`src/rtl/sd_cmd_arbiter_if.sv`:
```
// rtl/sd_cmd_arbiter_if.sv - requester and engine bundle of the SD command arbiter
interface sd_cmd_arbiter_if #(
   parameter int N_REQ = 3
);
   // requester side
   logic [N_REQ-1:0]    req_valid;
   logic [6*N_REQ-1:0]  req_cmd_id;
   logic [32*N_REQ-1:0] req_arg;
   logic [N_REQ-1:0]    req_resp_exp;
   logic [N_REQ-1:0]    gnt;
   logic [N_REQ-1:0]    rsp_done;
   logic [N_REQ-1:0]    rsp_tmo;
   logic [47:0]         rsp_r1_r3;
   logic [135:0]        rsp_r2;
   // engine side
   logic [5:0]          CMD_ID;
   logic [7:0]          Arg1;
   logic [7:0]          Arg2;
   logic [7:0]          Arg3;
   logic [7:0]          Arg4;
   logic                Send_CMD_En;
   logic                Get_CMD_En;
   logic                Send_CMD_Complite;
   logic                Get_CMD_Complite;
   logic [47:0]         Responce_R1_R3;
   logic [135:0]        Responce_R2;

   // master: the arbiter itself
   modport master (
      input  req_valid, req_cmd_id, req_arg, req_resp_exp,
      output gnt, rsp_done, rsp_tmo, rsp_r1_r3, rsp_r2,
      output CMD_ID, Arg1, Arg2, Arg3, Arg4, Send_CMD_En, Get_CMD_En,
      input  Send_CMD_Complite, Get_CMD_Complite, Responce_R1_R3, Responce_R2
   );

   // slave: requesters plus command engine
   modport slave (
      output req_valid, req_cmd_id, req_arg, req_resp_exp,
      input  gnt, rsp_done, rsp_tmo, rsp_r1_r3, rsp_r2,
      input  CMD_ID, Arg1, Arg2, Arg3, Arg4, Send_CMD_En, Get_CMD_En,
      output Send_CMD_Complite, Get_CMD_Complite, Responce_R1_R3, Responce_R2
   );
endinterface

```
`src/rtl/sd_cmd_arbiter.sv`:
```
// rtl/sd_cmd_arbiter.sv - shares one SD command engine among N_REQ requesters
module sd_cmd_arbiter #(
   parameter int N_REQ       = 3,
   parameter int ARB_RR      = 0,
   parameter int TIMEOUT_CYC = 255
) (
   input logic              clk_400k,
   input logic              rst_n,
   sd_cmd_arbiter_if.master io_cmd
);
   typedef enum logic [2:0] {S_IDLE, S_SEND, S_GET, S_DONE, S_DRAIN} state_t;

   localparam logic [7:0] TMO_LAST = 8'(TIMEOUT_CYC - 1);

   state_t           r_state, w_state;
   logic [N_REQ-1:0] r_gnt, w_gnt;
   logic [N_REQ-1:0] r_done, w_done;
   logic [N_REQ-1:0] r_tmo, w_tmo;
   logic             r_resp_exp, w_resp_exp;
   logic [5:0]       r_cmd_id, w_cmd_id;
   logic [31:0]      r_arg, w_arg;
   logic             r_send_en, w_send_en;
   logic             r_get_en, w_get_en;
   logic [7:0]       r_cnt, w_cnt;
   logic [47:0]      r_r1, w_r1;
   logic [135:0]     r_r2, w_r2;
   logic [2:0]       r_rr_ptr, w_rr_ptr;

   logic             w_found;
   logic [N_REQ-1:0] w_win_oh;
   int               w_win_idx;
   int               w_best;
   int               w_dist;
   logic [5:0]       w_win_cmd;
   logic [31:0]      w_win_arg;
   logic             w_win_rexp;

   // Winner pick: smallest distance from the search start (index 0, or rr pointer)
   always_comb begin
      w_found    = |io_cmd.req_valid;
      w_win_oh   = '0;
      w_win_idx  = 0;
      w_best     = N_REQ;
      w_dist     = 0;
      w_win_cmd  = '0;
      w_win_arg  = '0;
      w_win_rexp = 1'b0;
      for (int j = 0; j < N_REQ; j++) begin
         w_dist = (ARB_RR != 0) ? (j - int'(r_rr_ptr) + N_REQ) % N_REQ : j;
         if (io_cmd.req_valid[j] && (w_dist < w_best)) begin
            w_best    = w_dist;
            w_win_idx = j;
         end
      end
      for (int j = 0; j < N_REQ; j++) begin
         if (w_found && (w_win_idx == j)) begin
            w_win_oh[j] = 1'b1;
            w_win_cmd   = io_cmd.req_cmd_id[6*j +: 6];
            w_win_arg   = io_cmd.req_arg[32*j +: 32];
            w_win_rexp  = io_cmd.req_resp_exp[j];
         end
      end
   end

   // Next-state and next-output logic of the command sequencer
   always_comb begin
      w_state    = r_state;
      w_gnt      = r_gnt;
      w_done     = '0;
      w_tmo      = '0;
      w_resp_exp = r_resp_exp;
      w_cmd_id   = r_cmd_id;
      w_arg      = r_arg;
      w_send_en  = r_send_en;
      w_get_en   = r_get_en;
      w_cnt      = r_cnt;
      w_r1       = r_r1;
      w_r2       = r_r2;
      w_rr_ptr   = r_rr_ptr;
      case (r_state)
         S_IDLE: begin
            if (w_found) begin
               w_state    = S_SEND;
               w_gnt      = w_win_oh;
               w_cmd_id   = w_win_cmd;
               w_arg      = w_win_arg;
               w_resp_exp = w_win_rexp;
               w_send_en  = 1'b1;
               w_cnt      = '0;
               w_rr_ptr   = 3'((w_win_idx + 1) % N_REQ);
            end
         end
         S_SEND: begin
            // a complete on the last counted cycle still wins over the timeout
            if (io_cmd.Send_CMD_Complite) begin
               w_send_en = 1'b0;
               w_cnt     = '0;
               if (r_resp_exp) begin
                  w_get_en = 1'b1;
                  w_state  = S_GET;
               end else begin
                  w_done  = r_gnt;
                  w_state = S_DONE;
               end
            end else if (r_cnt == TMO_LAST) begin
               w_send_en = 1'b0;
               w_get_en  = 1'b0;
               w_tmo     = r_gnt;
               w_state   = S_DRAIN;
            end else begin
               w_cnt = r_cnt + 8'd1;
            end
         end
         S_GET: begin
            if (io_cmd.Get_CMD_Complite) begin
               w_get_en = 1'b0;
               w_r1     = io_cmd.Responce_R1_R3;
               w_r2     = io_cmd.Responce_R2;
               w_done   = r_gnt;
               w_state  = S_DONE;
            end else if (r_cnt == TMO_LAST) begin
               w_send_en = 1'b0;
               w_get_en  = 1'b0;
               w_tmo     = r_gnt;
               w_state   = S_DRAIN;
            end else begin
               w_cnt = r_cnt + 8'd1;
            end
         end
         S_DONE: begin
            w_state = S_DRAIN;
         end
         S_DRAIN: begin
            // keep the owner until the engine has dropped both completes
            if (!io_cmd.Send_CMD_Complite && !io_cmd.Get_CMD_Complite) begin
               w_gnt   = '0;
               w_state = S_IDLE;
            end
         end
         default: begin
            w_state = S_IDLE;
         end
      endcase
   end

   // State and output registers, synchronous active-low reset
   always_ff @(posedge clk_400k) begin
      if (!rst_n) begin
         r_state    <= S_IDLE;
         r_gnt      <= '0;
         r_done     <= '0;
         r_tmo      <= '0;
         r_resp_exp <= 1'b0;
         r_cmd_id   <= '0;
         r_arg      <= '0;
         r_send_en  <= 1'b0;
         r_get_en   <= 1'b0;
         r_cnt      <= '0;
         r_r1       <= '0;
         r_r2       <= '0;
         r_rr_ptr   <= '0;
      end else begin
         r_state    <= w_state;
         r_gnt      <= w_gnt;
         r_done     <= w_done;
         r_tmo      <= w_tmo;
         r_resp_exp <= w_resp_exp;
         r_cmd_id   <= w_cmd_id;
         r_arg      <= w_arg;
         r_send_en  <= w_send_en;
         r_get_en   <= w_get_en;
         r_cnt      <= w_cnt;
         r_r1       <= w_r1;
         r_r2       <= w_r2;
         r_rr_ptr   <= w_rr_ptr;
      end
   end

   assign io_cmd.gnt         = r_gnt;
   assign io_cmd.rsp_done    = r_done;
   assign io_cmd.rsp_tmo     = r_tmo;
   assign io_cmd.rsp_r1_r3   = r_r1;
   assign io_cmd.rsp_r2      = r_r2;
   assign io_cmd.CMD_ID      = r_cmd_id;
   assign io_cmd.Arg1        = r_arg[31:24];
   assign io_cmd.Arg2        = r_arg[23:16];
   assign io_cmd.Arg3        = r_arg[15:8];
   assign io_cmd.Arg4        = r_arg[7:0];
   assign io_cmd.Send_CMD_En = r_send_en;
   assign io_cmd.Get_CMD_En  = r_get_en;
endmodule

```
`src/flat_wrapper.sv`:
```
// flat-port wrapper written by rule: the top's interface ports become plain ports
module sd_cmd_arbiter_flat 
#(
   parameter int N_REQ       = 3,
   parameter int ARB_RR      = 0,
   parameter int TIMEOUT_CYC = 255
)
  (clk_400k, rst_n, io_cmd_req_valid, io_cmd_req_cmd_id, io_cmd_req_arg, io_cmd_req_resp_exp, io_cmd_gnt, io_cmd_rsp_done, io_cmd_rsp_tmo, io_cmd_rsp_r1_r3, io_cmd_rsp_r2, io_cmd_CMD_ID, io_cmd_Arg1, io_cmd_Arg2, io_cmd_Arg3, io_cmd_Arg4, io_cmd_Send_CMD_En, io_cmd_Get_CMD_En, io_cmd_Send_CMD_Complite, io_cmd_Get_CMD_Complite, io_cmd_Responce_R1_R3, io_cmd_Responce_R2);
  sd_cmd_arbiter_if #(.N_REQ(N_REQ)) io_cmd_i ();
  input logic clk_400k;
  input logic rst_n;
  input wire logic [$bits(io_cmd_i.req_valid)-1:0] io_cmd_req_valid;
  input wire logic [$bits(io_cmd_i.req_cmd_id)-1:0] io_cmd_req_cmd_id;
  input wire logic [$bits(io_cmd_i.req_arg)-1:0] io_cmd_req_arg;
  input wire logic [$bits(io_cmd_i.req_resp_exp)-1:0] io_cmd_req_resp_exp;
  output wire logic [$bits(io_cmd_i.gnt)-1:0] io_cmd_gnt;
  output wire logic [$bits(io_cmd_i.rsp_done)-1:0] io_cmd_rsp_done;
  output wire logic [$bits(io_cmd_i.rsp_tmo)-1:0] io_cmd_rsp_tmo;
  output wire logic [$bits(io_cmd_i.rsp_r1_r3)-1:0] io_cmd_rsp_r1_r3;
  output wire logic [$bits(io_cmd_i.rsp_r2)-1:0] io_cmd_rsp_r2;
  output wire logic [$bits(io_cmd_i.CMD_ID)-1:0] io_cmd_CMD_ID;
  output wire logic [$bits(io_cmd_i.Arg1)-1:0] io_cmd_Arg1;
  output wire logic [$bits(io_cmd_i.Arg2)-1:0] io_cmd_Arg2;
  output wire logic [$bits(io_cmd_i.Arg3)-1:0] io_cmd_Arg3;
  output wire logic [$bits(io_cmd_i.Arg4)-1:0] io_cmd_Arg4;
  output wire logic [$bits(io_cmd_i.Send_CMD_En)-1:0] io_cmd_Send_CMD_En;
  output wire logic [$bits(io_cmd_i.Get_CMD_En)-1:0] io_cmd_Get_CMD_En;
  input wire logic [$bits(io_cmd_i.Send_CMD_Complite)-1:0] io_cmd_Send_CMD_Complite;
  input wire logic [$bits(io_cmd_i.Get_CMD_Complite)-1:0] io_cmd_Get_CMD_Complite;
  input wire logic [$bits(io_cmd_i.Responce_R1_R3)-1:0] io_cmd_Responce_R1_R3;
  input wire logic [$bits(io_cmd_i.Responce_R2)-1:0] io_cmd_Responce_R2;
  assign io_cmd_i.req_valid = io_cmd_req_valid;
  assign io_cmd_i.req_cmd_id = io_cmd_req_cmd_id;
  assign io_cmd_i.req_arg = io_cmd_req_arg;
  assign io_cmd_i.req_resp_exp = io_cmd_req_resp_exp;
  assign io_cmd_gnt = io_cmd_i.gnt;
  assign io_cmd_rsp_done = io_cmd_i.rsp_done;
  assign io_cmd_rsp_tmo = io_cmd_i.rsp_tmo;
  assign io_cmd_rsp_r1_r3 = io_cmd_i.rsp_r1_r3;
  assign io_cmd_rsp_r2 = io_cmd_i.rsp_r2;
  assign io_cmd_CMD_ID = io_cmd_i.CMD_ID;
  assign io_cmd_Arg1 = io_cmd_i.Arg1;
  assign io_cmd_Arg2 = io_cmd_i.Arg2;
  assign io_cmd_Arg3 = io_cmd_i.Arg3;
  assign io_cmd_Arg4 = io_cmd_i.Arg4;
  assign io_cmd_Send_CMD_En = io_cmd_i.Send_CMD_En;
  assign io_cmd_Get_CMD_En = io_cmd_i.Get_CMD_En;
  assign io_cmd_i.Send_CMD_Complite = io_cmd_Send_CMD_Complite;
  assign io_cmd_i.Get_CMD_Complite = io_cmd_Get_CMD_Complite;
  assign io_cmd_i.Responce_R1_R3 = io_cmd_Responce_R1_R3;
  assign io_cmd_i.Responce_R2 = io_cmd_Responce_R2;
  sd_cmd_arbiter #(.N_REQ(N_REQ), .ARB_RR(ARB_RR), .TIMEOUT_CYC(TIMEOUT_CYC)) u_core (.clk_400k(clk_400k), .rst_n(rst_n), .io_cmd(io_cmd_i));
endmodule
```
`config.mk`:
```
export PLATFORM = sky130hd
export DESIGN_NAME = sd_cmd_arbiter_flat
export DESIGN_NICKNAME = d
export VERILOG_FILES = /design/src/rtl/sd_cmd_arbiter_if.sv /design/src/rtl/sd_cmd_arbiter.sv /design/src/flat_wrapper.sv
export SDC_FILE = /design/constraint.sdc
export NUM_CORES = 1
export LEC_CHECK = 0
export BUFFER_PORTS_ARGS = -buffer_cell sky130_fd_sc_hd__buf_2
export CAP_MARGIN = 20
export CORE_AREA = 2 2 213 215
export DETAILED_ROUTE_END_ITERATION = 6
export DIE_AREA = 0 0 215 217
export HOLD_SLACK_MARGIN = 0.05
export PLACE_DENSITY_LB_ADDON = 0.15
export RECOVER_POWER = 100
export SYNTH_ARGS = -nofsm -noshare
export SYNTH_HDL_FRONTEND = slang
export SYNTH_SLANG_ARGS = --single-unit
```
`constraint.sdc`:
```
create_clock -name clk_400k -period 1.41 [get_ports clk_400k]
set_input_delay 0.2115 -clock clk_400k [delete_from_list [all_inputs] [get_ports clk_400k]]
set_output_delay 0.2115 -clock clk_400k [all_outputs]
set_load 0.1 [all_outputs]
```
==> flow_results.xml <==
<?xml version="1.0" encoding="UTF-8"?>
<metrics>
  <group name="sta">
    <metric name="fin_ws" unit="ps">-153.2</metric>
    <metric name="rsz0062_at_grt" unit="">yes</metric>
    <metric name="final_hold_viol_count" unit="">0</metric>
    <metric name="final_period_demand_of_the_worst_path" unit="ps">1563</metric>
    <metric name="max_freq" unit="MHz">639.7</metric>
    <metric name="finalSetupViolations" unit="">237</metric>
    <metric name="timing.slew.headroom" unit="%">56.08</metric>
    <metric name="finalMaxSlewViolations" unit="">0</metric>
    <metric name="timing.setup.tns" unit="ps">-14090</metric>
    <metric name="min_period_over_period" unit="%">110.9</metric>
    <metric name="whs" unit="ps">89.42</metric>
    <metric name="worst_slew_pin_slew" unit="ps">658.9</metric>
    <metric name="final.setup_skew" unit="ps">13.98</metric>
  </group>
  <group name="detailed_routing">
    <metric name="overall_via_count_from_detail_route" unit="">11536</metric>
    <metric name="detailedRoute.firstPassIterationCount" unit="">5</metric>
    <metric name="avgRoutedWirePerCell" unit="µm">16.22</metric>
    <metric name="final_antenna_net_count" unit="">0</metric>
    <metric name="viasPerCell" unit="">4.371</metric>
    <metric name="drc" unit="">0</metric>
    <metric name="detail_route.iter0.violations" unit="">487</metric>
    <metric name="finalWirelength" unit="µm">42790</metric>
  </group>
  <group name="synthesis">
    <metric name="synthesis.instances" unit="">1158</metric>
    <metric name="synth.cells.most_frequent" unit="">nand2_1 (416), dfxtp_1 (245), a21boi_0 (152)</metric>
    <metric name="synth.mux.area_fraction" unit="%">0</metric>
    <metric name="synth.most_common_cell" unit="">nand2_1</metric>
    <metric name="synth-adder-area-share" unit="%">0.2512</metric>
    <metric name="synth-seq-cells" unit="">245</metric>
    <metric name="synthesis.area" unit="µm²">9962</metric>
    <metric name="yosysSeqAreaShare" unit="%">49.23</metric>
    <metric name="postSynth.topFlopCell" unit="">dfxtp_1</metric>
    <metric name="synth_nets" unit="">1468</metric>
    <metric name="synth_xor_xnor_area_share" unit="%">0.08792</metric>
    <metric name="synth_top_family_by_area" unit="">compound AO/OA/AOI/OAI gates</metric>
    <metric name="synth_area_leaders" unit="">dfxtp_1 (49%), nand2_1 (16%), a21boi_0 (11%)</metric>
    <metric name="cell_type_with_the_largest_total_area_after_synthesis" unit="">dfxtp_1</metric>
    <metric name="synth.lib_cells_used.distinct" unit="">45</metric>
    <metric name="synth_compound_area_share" unit="%">24.15</metric>
    <metric name="synth_top_cell_area_share" unit="%">49.23</metric>
    <metric name="share_of_async_settable_or_async_resettable_flops_after_synthesis" unit="%">0</metric>
    <metric name="post_synth_and_or_nand_nor_area_fraction" unit="%">21.05</metric>
    <metric name="edff_count_synth" unit="">0</metric>
    <metric name="ys.warnings.count" unit="">0</metric>
    <metric name="postSynthAreaPerCell" unit="µm²">8.603</metric>
  </group>
  <group name="critical_path">
    <metric name="cp.required" unit="ps">1900</metric>
    <metric name="critical_path.cell_chain" unit="">or4b_4 -&gt; o31ai_4 -&gt; buf_4 -&gt; and3_4 -&gt; and2_4</metric>
    <metric name="crit_type" unit="">reg -&gt; reg</metric>
    <metric name="critical_path.top_delay_family" unit="">simple AND/OR/NAND/NOR gates</metric>
    <metric name="timing.critical_path.slowest_stage_cell" unit="">or4b_4</metric>
    <metric name="setup.worst_path.start_class" unit="">flop</metric>
    <metric name="timing.critical_path.arrival" unit="ps">2060</metric>
    <metric name="cp.buffers_inverters" unit="">1</metric>
    <metric name="rr_worst_depth" unit="">5</metric>
    <metric name="setup.worst_path.end_class" unit="">flop</metric>
    <metric name="startpoint" unit="">u_core.r_state[1]</metric>
    <metric name="ff2ff_setup_slack" unit="ps">-150</metric>
    <metric name="regToRegStartpoint" unit="">u_core.r_state[1]</metric>
    <metric name="slowest_cell_delay_on_critical_path" unit="ps">580</metric>
    <metric name="crit-reg2reg-capture" unit="">u_core.io_cmd.rsp_tmo[1]</metric>
    <metric name="cp_max_fo" unit="">6</metric>
  </group>
  <group name="die">
    <metric name="chipHeight" unit="µm">217</metric>
    <metric name="placement_rows" unit="">78</metric>
    <metric name="dieArea" unit="µm²">46660</metric>
    <metric name="initial_core_util" unit="%">22.29</metric>
    <metric name="boundaryPins" unit="">541</metric>
    <metric name="floorplan.core_area" unit="µm²">44700</metric>
    <metric name="die_x" unit="µm">215</metric>
  </group>
  <group name="clock_network">
    <metric name="clock_tree.htree_level_count" unit="">1</metric>
    <metric name="cts.sink_count" unit="">245</metric>
    <metric name="clk_root_buffer_cell" unit="">clkbuf_16</metric>
    <metric name="cts_tree" unit="">yes</metric>
    <metric name="clk_latency" unit="ps">550</metric>
    <metric name="cts.clk_slew.worst_paths" unit="ps">60</metric>
    <metric name="cts-buffers-inserted" unit="">29</metric>
    <metric name="ctsLongestPathBuffers" unit="">3</metric>
  </group>
  <group name="cells_and_area">
    <metric name="nNetsFinal" unit="">2331</metric>
    <metric name="ratio_of_cells_with_drive_above_1_in_the_final_layout" unit="%">39.70</metric>
    <metric name="finalInstanceArea" unit="µm²">20230</metric>
    <metric name="final.fill_count" unit="">4268</metric>
    <metric name="area_delta_synth_final" unit="%">103.1</metric>
  </group>
  <group name="pwr">
    <metric name="power.density" unit="nW/µm²">1028</metric>
    <metric name="total_power" unit="mW">20.79</metric>
    <metric name="psw" unit="mW">6.717</metric>
    <metric name="sw_frac_of_total" unit="%">32.31</metric>
    <metric name="static-leakage-power" unit="nW">8.411</metric>
    <metric name="worst_ir_drop_vdd" unit="V">0.0007964</metric>
    <metric name="clockPowerShare" unit="%">35.5</metric>
    <metric name="seqPwrFrac" unit="%">36.0</metric>
    <metric name="combinationalPowerShare" unit="%">28.6</metric>
    <metric name="cellInternalPower" unit="mW">14.08</metric>
  </group>
  <group name="worst_hold_path">
    <metric name="hold_end" unit="">u_core.r_arg[19]</metric>
    <metric name="worst_hold_path.num_cells" unit="">3</metric>
    <metric name="holdCritStartpoint" unit="">io_cmd_req_arg[51]</metric>
    <metric name="holdCritPathClass" unit="">in -&gt; reg</metric>
  </group>
  <group name="grt">
    <metric name="grt.overflow.total" unit="">0</metric>
    <metric name="track_usage" unit="%">17.40</metric>
    <metric name="grt_start_max_net_pins" unit="">60</metric>
    <metric name="grt_pass1_vias" unit="">11841</metric>
    <metric name="grt_antenna_before_repair" unit="">2</metric>
    <metric name="global_route_wire_length_before_repair" unit="µm">65340</metric>
  </group>
  <group name="placement">
    <metric name="post_dp_cell_area" unit="µm²">13940</metric>
    <metric name="finalWeightedCongestion" unit="">0.8307</metric>
    <metric name="place_worst_setup_slack" unit="ps">-250.9</metric>
    <metric name="dpl.hpwl" unit="µm">28820</metric>
    <metric name="port_buffers" unit="">540</metric>
  </group>
  <group name="job">
    <metric name="drv.max_cap_violation_count" unit="">0</metric>
  </group>
  <group name="outcome">
    <metric name="status" unit="">complete, but fails checks</metric>
    <metric name="failed_checks" unit="">negative setup slack</metric>
  </group>
</metrics>
==> area by class of cell <==
class | instances | area (µm²) | share of cell area (%)
multi-input combinational | 808 | 5174 | 25.57
clock buffer | 42 | 834.6 | 4.125
antenna | 1 | 2.502 | 0.01237
sequential | 245 | 4928 | 24.36
tap | 600 | 750.7 | 3.711
clock inverter | 6 | 82.58 | 0.4082
inverter | 5 | 18.77 | 0.09277
timing repair buffer | 932 | 8439 | 41.72
==> per-layer routing <==
layer	part of all wire [%]	global-route usage, %	vias to the layer above	wire length [µm]
met4	3.3	6.069	2	1392
li1	-	-	5677	-
met1	40	19.95	5364	17030
met3	6.5	3.955	79	2781
met2	50	31.70	414	21570
met5	0.030	0	-	13
==> state kept, by name, summed over array words and instances, names as in the netlist <==
name                       flops
u_core.io_cmd.gnt              3
u_core.r_resp_exp              1
u_core.io_cmd.rsp_tmo          3
u_core.io_cmd.CMD_ID           6
u_core.r_cnt                   8
u_core.r_arg                  32
u_core.io_cmd.Send_CMD_En      1
u_core.io_cmd.Get_CMD_En       1
u_core.io_cmd.rsp_done         3
u_core.io_cmd.rsp_r2         136
u_core.r_state                 3
u_core.io_cmd.rsp_r1_r3       48
==> repair_timing <==
item,in CTS,in global routing
pin swaps,21,45
buffers inserted,12,8
gates resized for setup,684,99
hold endpoints to repair,225,0
hold buffers,278,0
setup endpoints to repair,473,274
gates cloned,6,2
==> power groups by stage <==
stage,clock [mW],combinational (mW),sequential (mW)
after floorplan,0,1.02,9.54
after global placement,0,4.32,7.54
after detailed placement,0,4.32,7.54
after CTS,7.68,5.79,7.48
after global routing,7.94,6.21,7.51
final,7.37,5.94,7.48
==> cells in the final DEF, fill, tap and decap left out, drive strengths merged, types with 3 or more instances in the layout <==
cell type    Yosys  final
inv              5      5
o32ai           40     41
a221oi          40     40
dlygate4sd3      0    278
o21ai           14     14
and2             6      6
clkinv           0      3
nor2             4      4
and3             7      7
a32o             3      3
o2bb2ai          3      3
clkbuf          67     44
a21boi         189    189
nand2b           4      4
a22o             3      3
nand3            6      6
nand2          417    417
dfxtp          245    245
buf             34    652
nor2b           42     42
==> cell families (layout without fill, tap and decap cells) <==
family	Yosys count	in the layout
AND/OR/NAND/NOR	499	499
AO/OA/AOI/OAI	305	306
flip-flops	245	245
buffers and inverters	106	985
adder cells (fa/ha/maj)	2	2
XOR/XNOR	1	1
other	0	1
==> worst min-delay path, stage by stage <==
cell and delay, ps:
buf_2 80, a221oi_1 100, o32ai_2 200
==> metrics by stage <==
stage / instances / utilization (%)
global placement: 2287 / 31.18
detailed placement: 2287 / 31.18
finish: 2639 / 45.26
global route: 2639 / 45.26
CTS: 2630 / 44.55
floorplan: 1158 / -
==> how the worst max path moves through the flow <==
stage                                          end  slack (ps)  depth (start not counted)
after floorplan                    u_core.r_cnt[5]         -80                          6
after global placement             u_core.r_arg[9]        -210                          5
after detailed placement  u_core.io_cmd.rsp_r2[53]        -250                          7
after CTS                          u_core.r_arg[6]        -120                          7
after global routing               u_core.r_arg[3]        -200                          7
final                     u_core.io_cmd.rsp_tmo[1]        -150                          5
(Power assumes the default switching activity.)
